File: config.mk
export PLATFORM = sky130hd
export DESIGN_NAME = ram_arbiter
export DESIGN_NICKNAME = d
export VERILOG_FILES = /design/src/rtl/ram_arbiter.sv
export SDC_FILE = /design/constraint.sdc
export NUM_CORES = 1
export LEC_CHECK = 0
export CAP_MARGIN = 25
export CORE_MARGIN = 2
export CORE_UTILIZATION = 30
export DETAILED_ROUTE_END_ITERATION = 10
export PLACE_DENSITY = 0.61
export REMOVE_ABC_BUFFERS = 1
export SYNTH_ARGS = -nofsm -noshare
export SYNTH_HDL_FRONTEND = slang
export SYNTH_SLANG_ARGS = --single-unit
File: constraint.sdc
create_clock -name clock -period 4.3 [get_ports clock]
set_input_delay 0.86 -clock clock [delete_from_list [all_inputs] [get_ports clock]]
set_output_delay 0.86 -clock clock [all_outputs]
set_load 0.03 [all_outputs]
File: src/rtl/ram_arbiter.sv
// Round-robin arbiter/sequencer letting two requesters share one
// single-port RAM; one registered access per 3-cycle IDLE/ACCESS/ACK round.
module ram_arbiter #(
  parameter int ADDR_WIDTH = 5,
  parameter int DATA_WIDTH = 32
) (
  input  logic                  clock,
  input  logic                  reset,
  input  logic                  req0,
  input  logic                  we0,
  input  logic [ADDR_WIDTH-1:0] addr0,
  input  logic [DATA_WIDTH-1:0] wdata0,
  output logic                  ack0,
  output logic [DATA_WIDTH-1:0] rdata0,
  input  logic                  req1,
  input  logic                  we1,
  input  logic [ADDR_WIDTH-1:0] addr1,
  input  logic [DATA_WIDTH-1:0] wdata1,
  output logic                  ack1,
  output logic [DATA_WIDTH-1:0] rdata1,
  output logic                  ram_cs,
  output logic                  ram_we,
  output logic [ADDR_WIDTH-1:0] ram_addr,
  output logic [DATA_WIDTH-1:0] ram_wdata,
  input  logic [DATA_WIDTH-1:0] ram_rdata,
  output logic                  busy
);

  typedef enum logic [1:0] {
    IDLE,
    ACCESS,
    ACK
  } state_t;

  state_t state, state_nx;
  logic   last_grant;
  logic   gnt;
  logic   pick;
  logic   any_req;

  assign any_req = req0 | req1;
  // On a tie the port that did not win last time goes next
  assign pick    = (req0 & req1) ? ~last_grant : req1;
  assign busy    = (state != IDLE);

  always_ff @(posedge clock or posedge reset) begin
    if (reset) state <= IDLE;
    else       state <= state_nx;
  end

  always_comb begin
    state_nx = state;
    unique case (state)
      IDLE:    if (any_req) state_nx = ACCESS;
      ACCESS:  state_nx = ACK;
      ACK:     state_nx = IDLE;
      default: state_nx = IDLE;
    endcase
  end

  always_ff @(posedge clock or posedge reset) begin
    if (reset) begin
      last_grant <= 1'b1;
      gnt        <= 1'b0;
      ram_cs     <= 1'b0;
      ram_we     <= 1'b0;
      ram_addr   <= '0;
      ram_wdata  <= '0;
      ack0       <= 1'b0;
      ack1       <= 1'b0;
      rdata0     <= '0;
      rdata1     <= '0;
    end else begin
      unique case (state)
        IDLE: begin
          if (any_req) begin
            gnt        <= pick;
            last_grant <= pick;
            ram_cs     <= 1'b1;
            ram_we     <= pick ? we1 : we0;
            ram_addr   <= pick ? addr1 : addr0;
            ram_wdata  <= pick ? wdata1 : wdata0;
          end else begin
            ram_cs <= 1'b0;
            ram_we <= 1'b0;
          end
        end
        ACCESS: begin
          ram_cs <= 1'b0;
          ram_we <= 1'b0;
          ack0   <= ~gnt;
          ack1   <= gnt;
          // RAM produced read data at this cycle's negedge
          if (!ram_we) begin
            if (gnt) rdata1 <= ram_rdata;
            else     rdata0 <= ram_rdata;
          end
        end
        ACK: begin
          ack0 <= 1'b0;
          ack1 <= 1'b0;
        end
        default: begin
          ack0 <= 1'b0;
          ack1 <= 1'b0;
        end
      endcase
    end
  end

endmodule

==> results.py <==
metrics = {
    "clocking": {
        "cts_buffers": 9,
        "holdBufCountCts": 0,
        "cts_resized": 0,
        "clk_pin_slew_ns": 0.07,
        "cts.sinks": 109,
        "cts-root-buf": "clkbuf_16",
        "clkLatencyLatePin_ns": 0.35,
        "clockBufferDepth": 2,
        "cts_tree": "done",
        "cts_setup_buffers": 0,
        "htreeDepth": 3,
    },
    "routing": {
        "first_iter_violations": 72,
        "wl_um": 11300,
        "vias": 3140,
        "post_drt_wl_per_cell_um": 16.3,
        "first_pass_iters": 4,
        "ant_nets": 0,
        "drc": 0,
        "viasPerCell": 4.52,
    },
    "critical_path": {
        "critPathLaunchType": "flop",
        "crit_family": "buffers and inverters",
        "worstPathRequired_ns": 3.44,
        "cp-end-kind": "primary output",
        "critical_path.max_stage_delay_ns": 0.61,
        "critPathArrivalTime_ns": 1.78,
        "path_max_fanout": 6,
        "worstPathBufferInverterCount": 1,
        "cpMaxStageDelayCell": "clkdlybuf4s50_1",
        "worstSetupPathType": "reg -> out",
        "crit_chain": "or2_2 -> clkdlybuf4s50_1",
    },
    "global_routing": {
        "grt_antenna_before_repair": 0,
        "overflow": 0,
        "grt_max_degree": 80,
        "grt.total_usage_pct": 14.0,
        "grt_pass1_wl_um": 17600,
        "grt_pass1_vias": 3501,
    },
    "power_and_ir_drop": {
        "pwr-share-clk_pct": 14.6,
        "pwr-share-seq_pct": 30.8,
        "internal_power_uw": 3610,
        "comb_power_share_pct": 54.7,
        "p_per_area_mw_per_mm2": 824,
        "total_power_uw": 5990,
        "power_leakage_uw": 0.00294,
        "netSwitchingFraction_pct": 39.6,
        "ir_drop_mv": 0.406,
        "p_sw_uw": 2370,
    },
    "placement": {
        "numPortBuffers": 217,
        "dpl_worst_slack_ns": 1.26,
        "gp_congestion": 0.676,
        "place_inst": 676,
        "dpl.hpwl_um": 8150,
    },
    "floorplan": {
        "io_pins": 218,
        "fp.dieW_um": 128,
        "start_util_pct": 30.5,
        "std_cell_rows": 45,
        "fp.coreArea_sq_mm": 0.0151,
        "die-area_sq_mm": 0.0164,
        "die_h_um": 128,
    },
    "final_layout": {
        "regArea_sq_mm": 0.00273,
        "syn_to_final_growth_pct": 57.5,
        "diodes": 0,
        "nFillCells": 1341,
        "drive_above_1_share_pct": 33.2,
        "final_nets": 613,
        "fin_cells": 694,
        "multi_input_area_sq_mm": 0.00171,
    },
    "logic_synthesis": {
        "synth_area_sq_mm": 0.00461,
        "synth-seq-cells": 109,
        "synth_warnings": 0,
        "synthDistinctLibCells": 17,
        "syn_inst": 280,
        "syn_area_per_cell_sq_um": 16.5,
        "yosysSeqAreaShare_pct": 59.2,
    },
    "sta": {
        "final.period_utilization_pct": 61.4,
        "setup_viol": 0,
        "slew_violations": 0,
        "final.setup.worst_slack_ns": 1.66,
        "hold_violations": 0,
        "slew_headroom_pct": 62.4,
        "fmax_mhz": 379,
        "tightest_slew_ns": 0.563,
        "fin_crit_ns": 2.64,
        "grt_setup_unrepaired": "false",
        "fin_setup_tns_ns": 0,
        "fin_skew_ns": 0.00846,
    },
    "hold_path": {
        "hold_path_class": "reg -> reg",
    },
    "run_status": {
        "status": "complete, no violations",
    },
    "run": {
        "maxCapViolCount": 0,
    },
}
state kept, by name, summed over array words and instances, names as in the netlist:
name,flops
ack0,1
ack1,1
gnt,1
last_grant,1
ram_addr,5
ram_cs,1
ram_wdata,32
ram_we,1
rdata0,32
rdata1,32
state,2
cells in the mapped netlist, drive strengths merged:
cell / number / area (sq um)
a21bo: 1 / 10.0
a21o: 1 / 7.51
a22o: 1 / 8.76
buf: 14 / 158
dfrtp: 108 / 2700
dfstp: 1 / 26.3
inv: 2 / 7.51
mux2: 139 / 1570
mux2i: 3 / 30.0
nor2: 4 / 22.5
nor2b: 1 / 13.8
nor3b: 2 / 37.5
o21ai: 1 / 5.00
o31ai: 1 / 7.51
or2: 1 / 6.26
through the flow:
step | hold WS (ns) | area, sq um | utilization, %
after floorplan | 0.475 | 4450 | -
after CTS | 0.499 | 7220 | 47.8
after global placement | 0.471 | 6900 | 45.7
after detailed placement | 0.488 | 6900 | 45.7
after global routing | 0.520 | 7260 | 48.1
final | 0.494 | 7260 | 48.1
kinds of logic after synthesis:
family | synth area share (%)
buffers and inverters | 3.58
flip-flops | 59.2
AO/OA/AOI/OAI | 0.842
multiplexers | 34.6
AND/OR/NAND/NOR | 1.74
power by group through the flow:
| stage | registers, uW | logic (uW) | clock network (uW) |
|---|---|---|---|
| after floorplan | 2850 | 902 | 0 |
| after global placement | 1850 | 3270 | 0 |
| after detailed placement | 1870 | 3300 | 0 |
| after CTS | 1850 | 3310 | 908 |
| after global routing | 1920 | 3440 | 958 |
| final | 1840 | 3270 | 872 |
cells in the final DEF (no fill, tap or decap), types with 2 or more instances in the layout:
cell type	count
clkdlybuf4s50_1	217
mux2_2	137
dfrtp_1	108
clkbuf_16	9
buf_4	5
nor2_1	3
mux2i_1	3
nor3b_4	2
mux2_1	2
clkinv_4	2
buf_12	2
worst reg2reg max path, cell delays in order, from the launching register on:
cell and delay, ns:
dfrtp_1 0.46, or2_2 0.36, nor2_4 0.19, buf_4 0.44, mux2_2 0.44
layer usage:
layer	vias up	wire (um)	global-route usage, %
li1	1447	-	-
met1	1531	4640	16.0
met2	152	5140	22.5
met3	10	1360	6.80
met4	0	176	5.62
met5	-	0	0
area by class of cell:
| class | instances | share of cell area [%] |
|---|---|---|
| sequential | 109 | 37.6 |
| timing repair buffer | 224 | 31.0 |
| inverter | 2 | 0.138 |
| clock inverter | 6 | 1.14 |
| clock buffer | 10 | 3.29 |
| tap | 188 | 3.24 |
| multi-input combinational | 155 | 23.6 |
path summary, 6_finish.rpt:
path | from | to | slack [ns] | cells past startpoint
worst min-delay path | last_grant$_DFFE_PP1P_ | last_grant$_DFFE_PP1P_ | 0.49 | 2
worst min register to register | last_grant$_DFFE_PP1P_ | last_grant$_DFFE_PP1P_ | 0.49 | 2
max in group asynchronous | reset | rdata1[7]$_DFFE_PP0P_ | 2.49 | 4
worst max-delay path | state[1]$_DFFE_PP0P_ | busy | 1.66 | 2
min in group asynchronous | reset | ram_wdata[16]$_DFFE_PP0P_ | 0.92 | 2
worst max register to register | state[1]$_DFFE_PP0P_ | ram_wdata[15]$_DFFE_PP0P_ | 2.29 | 4
(Power assumes the default switching activity.)
